<file path="src/rtl/float_to_fix_pkg.sv">
// Shared types and default geometry for the arbitrated float-to-fixed converter.
// Defaults describe a half-precision operand widened to an 80-bit fixed-point result.
package float_to_fix_pkg;

  typedef enum logic [1:0] {
    IDLE = 2'd0,
    CONV = 2'd1,
    RESP = 2'd2
  } state_t;

  localparam int DEF_NUM_REQ        = 4;
  localparam int DEF_FLOAT_OP_WIDTH = 16;
  localparam int DEF_EXP_MSB_POS    = 14;
  localparam int DEF_EXP_LSB_POS    = 10;
  localparam int DEF_FIXED_OP_WIDTH = 80;

endpackage

</file>
<file path="src/rtl/float_to_fix.sv">
// Combinational float-to-fixed datapath shared by all requesters.
// The clock and active-low reset ports exist only to clock the flag-consistency property.
module float_to_fix
  import float_to_fix_pkg::*;
#(
  parameter int FLOAT_OP_WIDTH = DEF_FLOAT_OP_WIDTH,
  parameter int EXP_MSB_POS    = DEF_EXP_MSB_POS,
  parameter int EXP_LSB_POS    = DEF_EXP_LSB_POS,
  parameter int FIXED_OP_WIDTH = DEF_FIXED_OP_WIDTH
) (
  input  logic                      clk,
  input  logic                      rst_n,
  input  logic [FLOAT_OP_WIDTH-1:0] operand,
  output logic [FIXED_OP_WIDTH-1:0] value,
  output logic                      nan,
  output logic                      snan,
  output logic                      inf
);

  localparam int EXP_W = EXP_MSB_POS - EXP_LSB_POS + 1;
  localparam int MAN_W = EXP_LSB_POS;

  logic                      sign;
  logic [EXP_W-1:0]          exp_field;
  logic [MAN_W-1:0]          man;
  logic                      exp_max;
  logic [FIXED_OP_WIDTH-1:0] mag;

  // A zero exponent passes the raw mantissa through; otherwise the hidden bit is restored.
  always_comb begin
    sign      = operand[FLOAT_OP_WIDTH-1];
    exp_field = operand[EXP_MSB_POS:EXP_LSB_POS];
    man       = operand[MAN_W-1:0];
    exp_max   = &exp_field;
    if (exp_field == '0) begin
      mag = FIXED_OP_WIDTH'(man);
    end else begin
      mag = FIXED_OP_WIDTH'({1'b1, man}) << (exp_field - EXP_W'(1));
    end
    value = sign ? -mag : mag;
    nan   = exp_max && (man != '0);
    snan  = exp_max && (man != '0) && !man[MAN_W-1];
    inf   = exp_max && (man == '0);
  end

  snan_implies_nan: assert property (@(posedge clk) disable iff (!rst_n) snan |-> nan);

endmodule

</file>
<file path="src/rtl/float_to_fix_arb.sv">
// Round-robin arbiter sharing one float-to-fixed converter among NUM_REQ requesters.
// One operation is in flight at a time: accept, convert, then hold the response until taken.
module float_to_fix_arb
  import float_to_fix_pkg::*;
#(
  parameter int NUM_REQ        = DEF_NUM_REQ,
  parameter int FLOAT_OP_WIDTH = DEF_FLOAT_OP_WIDTH,
  parameter int EXP_MSB_POS    = DEF_EXP_MSB_POS,
  parameter int EXP_LSB_POS    = DEF_EXP_LSB_POS,
  parameter int FIXED_OP_WIDTH = DEF_FIXED_OP_WIDTH
) (
  input  logic                                   clk_i,
  input  logic                                   rst_i,
  input  logic [NUM_REQ-1:0]                     req_valid_i,
  output logic [NUM_REQ-1:0]                     req_ready_o,
  input  logic [NUM_REQ-1:0][FLOAT_OP_WIDTH-1:0] req_operand_i,
  output logic                                   rsp_valid_o,
  input  logic                                   rsp_ready_i,
  output logic [$clog2(NUM_REQ)-1:0]             rsp_id_o,
  output logic [FIXED_OP_WIDTH-1:0]              rsp_value_o,
  output logic                                   rsp_nan_o,
  output logic                                   rsp_snan_o,
  output logic                                   rsp_inf_o,
  output logic [15:0]                            exc_cnt_o
);

  localparam int ID_W = $clog2(NUM_REQ);
  localparam logic [ID_W-1:0] LAST_ID = ID_W'(NUM_REQ - 1);

  state_t                    state, state_next;
  logic [ID_W-1:0]           rr_ptr, grant_id, op_id;
  logic                      grant_any, accept;
  logic [FLOAT_OP_WIDTH-1:0] op_q;
  logic [FIXED_OP_WIDTH-1:0] conv_value;
  logic                      conv_nan, conv_snan, conv_inf;

  // Scan from rr_ptr upward with wrap; iterating downward lets the closest valid index win.
  always_comb begin
    logic [ID_W:0]   sum;
    logic [ID_W-1:0] idx;
    sum       = '0;
    idx       = '0;
    grant_any = 1'b0;
    grant_id  = '0;
    for (int i = NUM_REQ - 1; i >= 0; i--) begin
      sum = {1'b0, rr_ptr} + (ID_W + 1)'(i);
      if (sum >= (ID_W + 1)'(NUM_REQ)) sum = sum - (ID_W + 1)'(NUM_REQ);
      idx = sum[ID_W-1:0];
      if (req_valid_i[idx]) begin
        grant_any = 1'b1;
        grant_id  = idx;
      end
    end
  end

  always_ff @(posedge clk_i) begin
    if (rst_i) state <= IDLE;
    else       state <= state_next;
  end

  always_comb begin
    state_next = state;
    unique case (state)
      IDLE:    if (accept) state_next = CONV;
      CONV:    state_next = RESP;
      RESP:    if (rsp_ready_i) state_next = IDLE;
      default: state_next = IDLE;
    endcase
  end

  always_comb begin
    req_ready_o = '0;
    if (state == IDLE && !rst_i && grant_any) req_ready_o[grant_id] = 1'b1;
  end

  assign accept = |(req_ready_o & req_valid_i);

  always_ff @(posedge clk_i) begin
    if (rst_i) begin
      rr_ptr      <= '0;
      op_q        <= '0;
      op_id       <= '0;
      rsp_valid_o <= 1'b0;
      rsp_id_o    <= '0;
      rsp_value_o <= '0;
      rsp_nan_o   <= 1'b0;
      rsp_snan_o  <= 1'b0;
      rsp_inf_o   <= 1'b0;
      exc_cnt_o   <= '0;
    end else begin
      if (accept) begin
        op_q   <= req_operand_i[grant_id];
        op_id  <= grant_id;
        rr_ptr <= (grant_id == LAST_ID) ? '0 : grant_id + ID_W'(1);
      end
      if (state == CONV) begin
        rsp_valid_o <= 1'b1;
        rsp_id_o    <= op_id;
        rsp_value_o <= conv_value;
        rsp_nan_o   <= conv_nan;
        rsp_snan_o  <= conv_snan;
        rsp_inf_o   <= conv_inf;
      end
      if (state == RESP && rsp_ready_i) begin
        rsp_valid_o <= 1'b0;
        if ((rsp_nan_o || rsp_inf_o) && exc_cnt_o != 16'hFFFF) exc_cnt_o <= exc_cnt_o + 16'd1;
      end
    end
  end

  float_to_fix #(
    .FLOAT_OP_WIDTH(FLOAT_OP_WIDTH),
    .EXP_MSB_POS   (EXP_MSB_POS),
    .EXP_LSB_POS   (EXP_LSB_POS),
    .FIXED_OP_WIDTH(FIXED_OP_WIDTH)
  ) u_conv (
    .clk    (clk_i),
    .rst_n  (~rst_i),
    .operand(op_q),
    .value  (conv_value),
    .nan    (conv_nan),
    .snan   (conv_snan),
    .inf    (conv_inf)
  );

endmodule
</file>
<file path="config.mk">
export PLATFORM = sky130hd
export DESIGN_NAME = float_to_fix_arb
export DESIGN_NICKNAME = d
export VERILOG_FILES = /design/src/rtl/float_to_fix_pkg.sv /design/src/rtl/float_to_fix.sv /design/src/rtl/float_to_fix_arb.sv
export SDC_FILE = /design/constraint.sdc
export NUM_CORES = 1
export LEC_CHECK = 0
export BUFFER_PORTS_ARGS = -buffer_cell sky130_fd_sc_hd__buf_2
export CAP_MARGIN = 20
export CORE_ASPECT_RATIO = 0.75
export CORE_MARGIN = 2
export CORE_UTILIZATION = 57
export CTS_CLUSTER_SIZE = 8
export DETAILED_ROUTE_END_ITERATION = 10
export HOLD_SLACK_MARGIN = 0.08
export PLACE_DENSITY_LB_ADDON = 0.2
export SETUP_SLACK_MARGIN = 0.02
export SLEW_MARGIN = 25
export SYNTH_ARGS = -nofsm -noshare
export SYNTH_HDL_FRONTEND = slang
export SYNTH_HIERARCHICAL = 1
export SYNTH_SLANG_ARGS = --single-unit
</file>
<file path="constraint.sdc">
create_clock -name clk_i -period 5.6 [get_ports clk_i]
set_input_delay 0.84 -clock clk_i [delete_from_list [all_inputs] [get_ports clk_i]]
set_output_delay 0.84 -clock clk_i [all_outputs]
set_load 0.05 [all_outputs]
</file>
==> flow_results.xml <==
<?xml version="1.0" encoding="UTF-8"?>
<metrics>
  <group name="timing">
    <metric name="hold_viol_final" unit="">0</metric>
    <metric name="fin_ws" unit="ps">630</metric>
    <metric name="slew_headroom" unit="">0.316</metric>
    <metric name="worst_pin_slew" unit="ps">1020</metric>
    <metric name="setup_viol" unit="">0</metric>
    <metric name="rsz_0062_raised_after_global_routing" unit="">no</metric>
    <metric name="achievable-frequency" unit="MHz">201</metric>
    <metric name="timing.final.crit_period" unit="ps">4970</metric>
    <metric name="slew_violations" unit="">0</metric>
    <metric name="fin_worst_skew" unit="ps">10.4</metric>
    <metric name="layout_worst_path_cycle_share" unit="">0.888</metric>
    <metric name="final.setup.tns" unit="ps">0</metric>
  </group>
  <group name="logic_synthesis">
    <metric name="post_synthesis_cell_area" unit="um^2">8530</metric>
    <metric name="post_synth_inst_count" unit="">1111</metric>
    <metric name="mux_cell_area_share_after_synthesis" unit="">0.0610</metric>
    <metric name="synth-compound-area-share" unit="">0.276</metric>
    <metric name="syn-num-nets" unit="">1188</metric>
    <metric name="largest_family_of_logic_cells_by_synthesized_area" unit="">compound AO/OA/AOI/OAI gates</metric>
    <metric name="ys_seq_elements" unit="">124</metric>
    <metric name="post-synth-top-area-cell" unit="">sky130_fd_sc_hd__dfxtp_1</metric>
    <metric name="yosysTopAreaCellShare" unit="">0.291</metric>
    <metric name="yosysWarnings" unit="">6</metric>
    <metric name="yosys.area_share.simple" unit="">0.258</metric>
    <metric name="async_flop_share" unit="">0</metric>
    <metric name="synth-adder-area-share" unit="">0.00880</metric>
    <metric name="avgSynthCellArea" unit="um^2">7.68</metric>
    <metric name="synth.lib_cells_used.distinct" unit="">87</metric>
    <metric name="synth_xor_area_frac" unit="">0.0471</metric>
    <metric name="dominant_cells_by_area_after_synthesis" unit="">sky130_fd_sc_hd__dfxtp_1, sky130_fd_sc_hd__nand2_1, sky130_fd_sc_hd__a21oi_1</metric>
    <metric name="synth_ff_type" unit="">sky130_fd_sc_hd__dfxtp_1</metric>
    <metric name="ys_seq_area_frac" unit="">0.291</metric>
    <metric name="synth_edf_count" unit="">0</metric>
  </group>
  <group name="worst_setup_path">
    <metric name="critical_path_class" unit="">flop to flop</metric>
    <metric name="critical_path.max_fanout" unit="">17</metric>
    <metric name="rr_worst_depth" unit="">13</metric>
    <metric name="cp-start-kind" unit="">flop</metric>
    <metric name="required" unit="ps">5880</metric>
    <metric name="worst_ep_arrival_time" unit="ps">5250</metric>
    <metric name="element_type_at_the_critical_path_end" unit="">flop</metric>
  </group>
  <group name="global_route">
    <metric name="grt_pass1_vias" unit="">7979</metric>
    <metric name="grt_max_degree" unit="">88</metric>
    <metric name="grt_antenna_before_repair" unit="">0</metric>
    <metric name="grt.overflow.total" unit="">0</metric>
    <metric name="grt_use_total" unit="">0.319</metric>
    <metric name="grt_pass1_wl" unit="um">41100</metric>
  </group>
  <group name="run_status">
    <metric name="outcome" unit="">finished clean</metric>
  </group>
  <group name="floorplan">
    <metric name="core_area" unit="um^2">14500</metric>
    <metric name="dieWidth" unit="um">145</metric>
    <metric name="core.rowCount" unit="">38</metric>
    <metric name="die_area" unit="um^2">16000</metric>
    <metric name="design.portCount" unit="">177</metric>
    <metric name="die_height" unit="um">110</metric>
    <metric name="initial_standard_cell_utilization_of_the_core" unit="">0.586</metric>
  </group>
  <group name="power">
    <metric name="power.total" unit="mW">7.60</metric>
    <metric name="swShare" unit="">0.533</metric>
    <metric name="comb_power_share" unit="">0.665</metric>
    <metric name="seq_power_share" unit="">0.176</metric>
    <metric name="p_leak" unit="nW">4.04</metric>
    <metric name="p_switching" unit="mW">4.05</metric>
    <metric name="irDropWorstVdd" unit="mV">0.354</metric>
    <metric name="cell_internal_power_dissipation" unit="mW">3.55</metric>
    <metric name="power_per_cell_area" unit="nW/um^2">757</metric>
    <metric name="pwr-share-clk" unit="">0.160</metric>
  </group>
  <group name="cts">
    <metric name="cts_setup_buffers" unit="">0</metric>
    <metric name="tritoncts_clock_tree" unit="">done</metric>
    <metric name="clock_sinks" unit="">124</metric>
    <metric name="cts_repair_resize_count" unit="">0</metric>
    <metric name="clk_root_buffer_cell" unit="">sky130_fd_sc_hd__clkbuf_16</metric>
    <metric name="tritoncts.num_buffers" unit="">17</metric>
    <metric name="h-tree-depth" unit="">4</metric>
    <metric name="clkSlewWorstSetupHoldPaths" unit="ps">60</metric>
    <metric name="cts_hold_buffers" unit="">0</metric>
    <metric name="clock_latency_on_the_worst_skew_pair" unit="ps">430</metric>
    <metric name="ctsLongestPathBuffers" unit="">2</metric>
  </group>
  <group name="flow_run">
    <metric name="max_cap_viol_count" unit="">0</metric>
  </group>
  <group name="routing">
    <metric name="drt_first_pass_iters" unit="">6</metric>
    <metric name="drt-initial-drc-count" unit="">799</metric>
    <metric name="detail_route.wirelength" unit="um">26200</metric>
    <metric name="via_count" unit="">8984</metric>
    <metric name="post_drt_via_cell_ratio" unit="">6.24</metric>
    <metric name="route.detailed.drc" unit="">0</metric>
    <metric name="avgRoutedWirePerCell" unit="um">18.2</metric>
    <metric name="route.antenna.remaining_nets" unit="">0</metric>
  </group>
  <group name="layout">
    <metric name="finalCoreUtilization" unit="">0.690</metric>
    <metric name="fin_nets" unit="">1304</metric>
    <metric name="insertedDiodeCount" unit="">0</metric>
    <metric name="layout_area_growth_over_synthesis" unit="%">17.7</metric>
    <metric name="post_route_cells_drive_above_1_share" unit="">0.225</metric>
  </group>
  <group name="worst_hold_path">
    <metric name="hold_path_class" unit="">flop to flop</metric>
    <metric name="whs_path_depth" unit="">2</metric>
  </group>
  <group name="placement">
    <metric name="routabilityCongestion" unit="">1.04</metric>
    <metric name="preCtsSetupSlack" unit="ps">811</metric>
    <metric name="hpwlAfterDp" unit="um">18300</metric>
    <metric name="portBuffers" unit="">176</metric>
  </group>
</metrics>
==> worst paths after layout <==
kind                   startpoint              end  slack [ps]
hold / removal    rsp_value_o[16]  rsp_value_o[16]         450
setup reg to reg         op_q[10]  rsp_value_o[79]         630
setup / recovery         op_q[10]  rsp_value_o[79]         630
hold reg to reg   rsp_value_o[16]  rsp_value_o[16]         450
==> logic make-up (layout without fill, tap and decap cells) <==
family          after synthesis  count (layout)
fa+ha+maj                     6               6
xor+xnor                     45              45
compound gates              341             341
simple gates                444             444
flops                       124             124
buf+inv                     114             243
mux                          37              37
==> state kept, by name (all words and copies together), names as in the netlist <==
| register | cells |
|---|---|
| rsp_nan_o | 1 |
| exc_cnt_o | 16 |
| rsp_id_o | 2 |
| rsp_value_o | 80 |
| op_q | 16 |
| state | 2 |
| rsp_valid_o | 1 |
| rsp_inf_o | 1 |
| rsp_snan_o | 1 |
| rr_ptr | 2 |
| op_id | 2 |
==> worst max-delay path, cell delays in order (launching register included) <==
cell	delay [ps]
sky130_fd_sc_hd__dfxtp_1	310
sky130_fd_sc_hd__inv_1	90
sky130_fd_sc_hd__ha_1	420
sky130_fd_sc_hd__xor2_1	840
sky130_fd_sc_hd__buf_4	360
sky130_fd_sc_hd__a21oi_1	90
sky130_fd_sc_hd__a211oi_2	460
sky130_fd_sc_hd__a31oi_1	230
sky130_fd_sc_hd__nor4_2	600
sky130_fd_sc_hd__nand4_1	400
sky130_fd_sc_hd__a211o_1	590
sky130_fd_sc_hd__and2_1	280
sky130_fd_sc_hd__nand2_1	60
sky130_fd_sc_hd__a21oi_1	70
==> cell usage after synthesis, drive strengths merged, types with 6 or more instances <==
cell,instances
ha,6
a211oi,36
o21ai,45
buf,30
or4,9
o211ai,7
a41oi,16
nor2b,32
nor2,48
mux4,10
and2,27
xor2,16
nand2b,8
nand4,8
nor4,11
a21oi,102
mux2,11
inv,16
clkbuf,68
o21a,38
o31ai,25
nand2,206
nor3,15
xnor2,29
dfxtp,124
and3,25
or3,12
a31oi,9
nand3,24
mux2i,16
==> through the flow <==
stage,hold WS [ps],instances,cell area (um^2)
floorplan,432,1111,8530
global placement,438,1408,9390
detailed placement,444,1408,9390
CTS,452,1440,10000
global route,464,1440,10000
finish,448,1440,10000
==> power by group through the flow <==
| stage | logic [mW] | clock network [mW] | registers, mW |
|---|---|---|---|
| after detailed placement | 4.89 | 0 | 1.34 |
| final | 5.05 | 1.21 | 1.34 |
| after global routing | 5.42 | 1.27 | 1.36 |
| after floorplan | 3.41 | 0 | 1.72 |
| after CTS | 4.93 | 1.22 | 1.33 |
| after global placement | 4.92 | 0 | 1.34 |
==> layer usage <==
layer / up-vias / global-route usage / wire [um] / share of wire
met5: - / 0 / 0 / 0
met4: 0 / 0.110 / 706 / 0.027
met3: 58 / 0.0643 / 2010 / 0.077
met2: 410 / 0.504 / 11600 / 0.44
met1: 4258 / 0.439 / 11900 / 0.45
li1: 4258 / - / - / -
==> cell usage in the layout (no fill, tap or decap), types with 5 or more instances in the layout <==
| cell | n |
|---|---|
| sky130_fd_sc_hd__o211ai_1 | 7 |
| sky130_fd_sc_hd__and3_1 | 25 |
| sky130_fd_sc_hd__mux2_2 | 7 |
| sky130_fd_sc_hd__mux2i_1 | 16 |
| sky130_fd_sc_hd__o21a_1 | 38 |
| sky130_fd_sc_hd__ha_1 | 6 |
| sky130_fd_sc_hd__dfxtp_1 | 123 |
| sky130_fd_sc_hd__nor2_1 | 47 |
| sky130_fd_sc_hd__inv_1 | 15 |
| sky130_fd_sc_hd__o211a_1 | 5 |
| sky130_fd_sc_hd__nor4_1 | 8 |
| sky130_fd_sc_hd__nand2b_1 | 7 |
| sky130_fd_sc_hd__clkbuf_16 | 17 |
| sky130_fd_sc_hd__and2_1 | 26 |
| sky130_fd_sc_hd__o31ai_1 | 24 |
| sky130_fd_sc_hd__a211o_1 | 5 |
| sky130_fd_sc_hd__mux4_2 | 10 |
| sky130_fd_sc_hd__inv_6 | 6 |
| sky130_fd_sc_hd__or3_1 | 12 |
| sky130_fd_sc_hd__nor3_1 | 14 |
| sky130_fd_sc_hd__a211oi_1 | 34 |
| sky130_fd_sc_hd__xor2_1 | 16 |
| sky130_fd_sc_hd__nand2_1 | 206 |
| sky130_fd_sc_hd__a21oi_1 | 102 |
| sky130_fd_sc_hd__nand3_1 | 24 |
| sky130_fd_sc_hd__o21ai_0 | 45 |
| sky130_fd_sc_hd__nor2b_1 | 31 |
| sky130_fd_sc_hd__buf_2 | 175 |
| sky130_fd_sc_hd__nand4_1 | 7 |
| sky130_fd_sc_hd__a31oi_1 | 9 |
| sky130_fd_sc_hd__xnor2_1 | 28 |
| sky130_fd_sc_hd__buf_4 | 20 |
| sky130_fd_sc_hd__a41oi_1 | 16 |
| sky130_fd_sc_hd__or4_1 | 7 |
==> final cells by class <==
type | instances | area, um^2
multi-input combinational | 873 | 5570
fill | 1233 | 4510
sequential | 124 | 2480
timing repair buffer | 195 | 1030
clock buffer | 17 | 425
tap | 200 | 250
clock inverter | 15 | 223
inverter | 16 | 60.1
No activity file was read; power rests on OpenSTA's default activity.
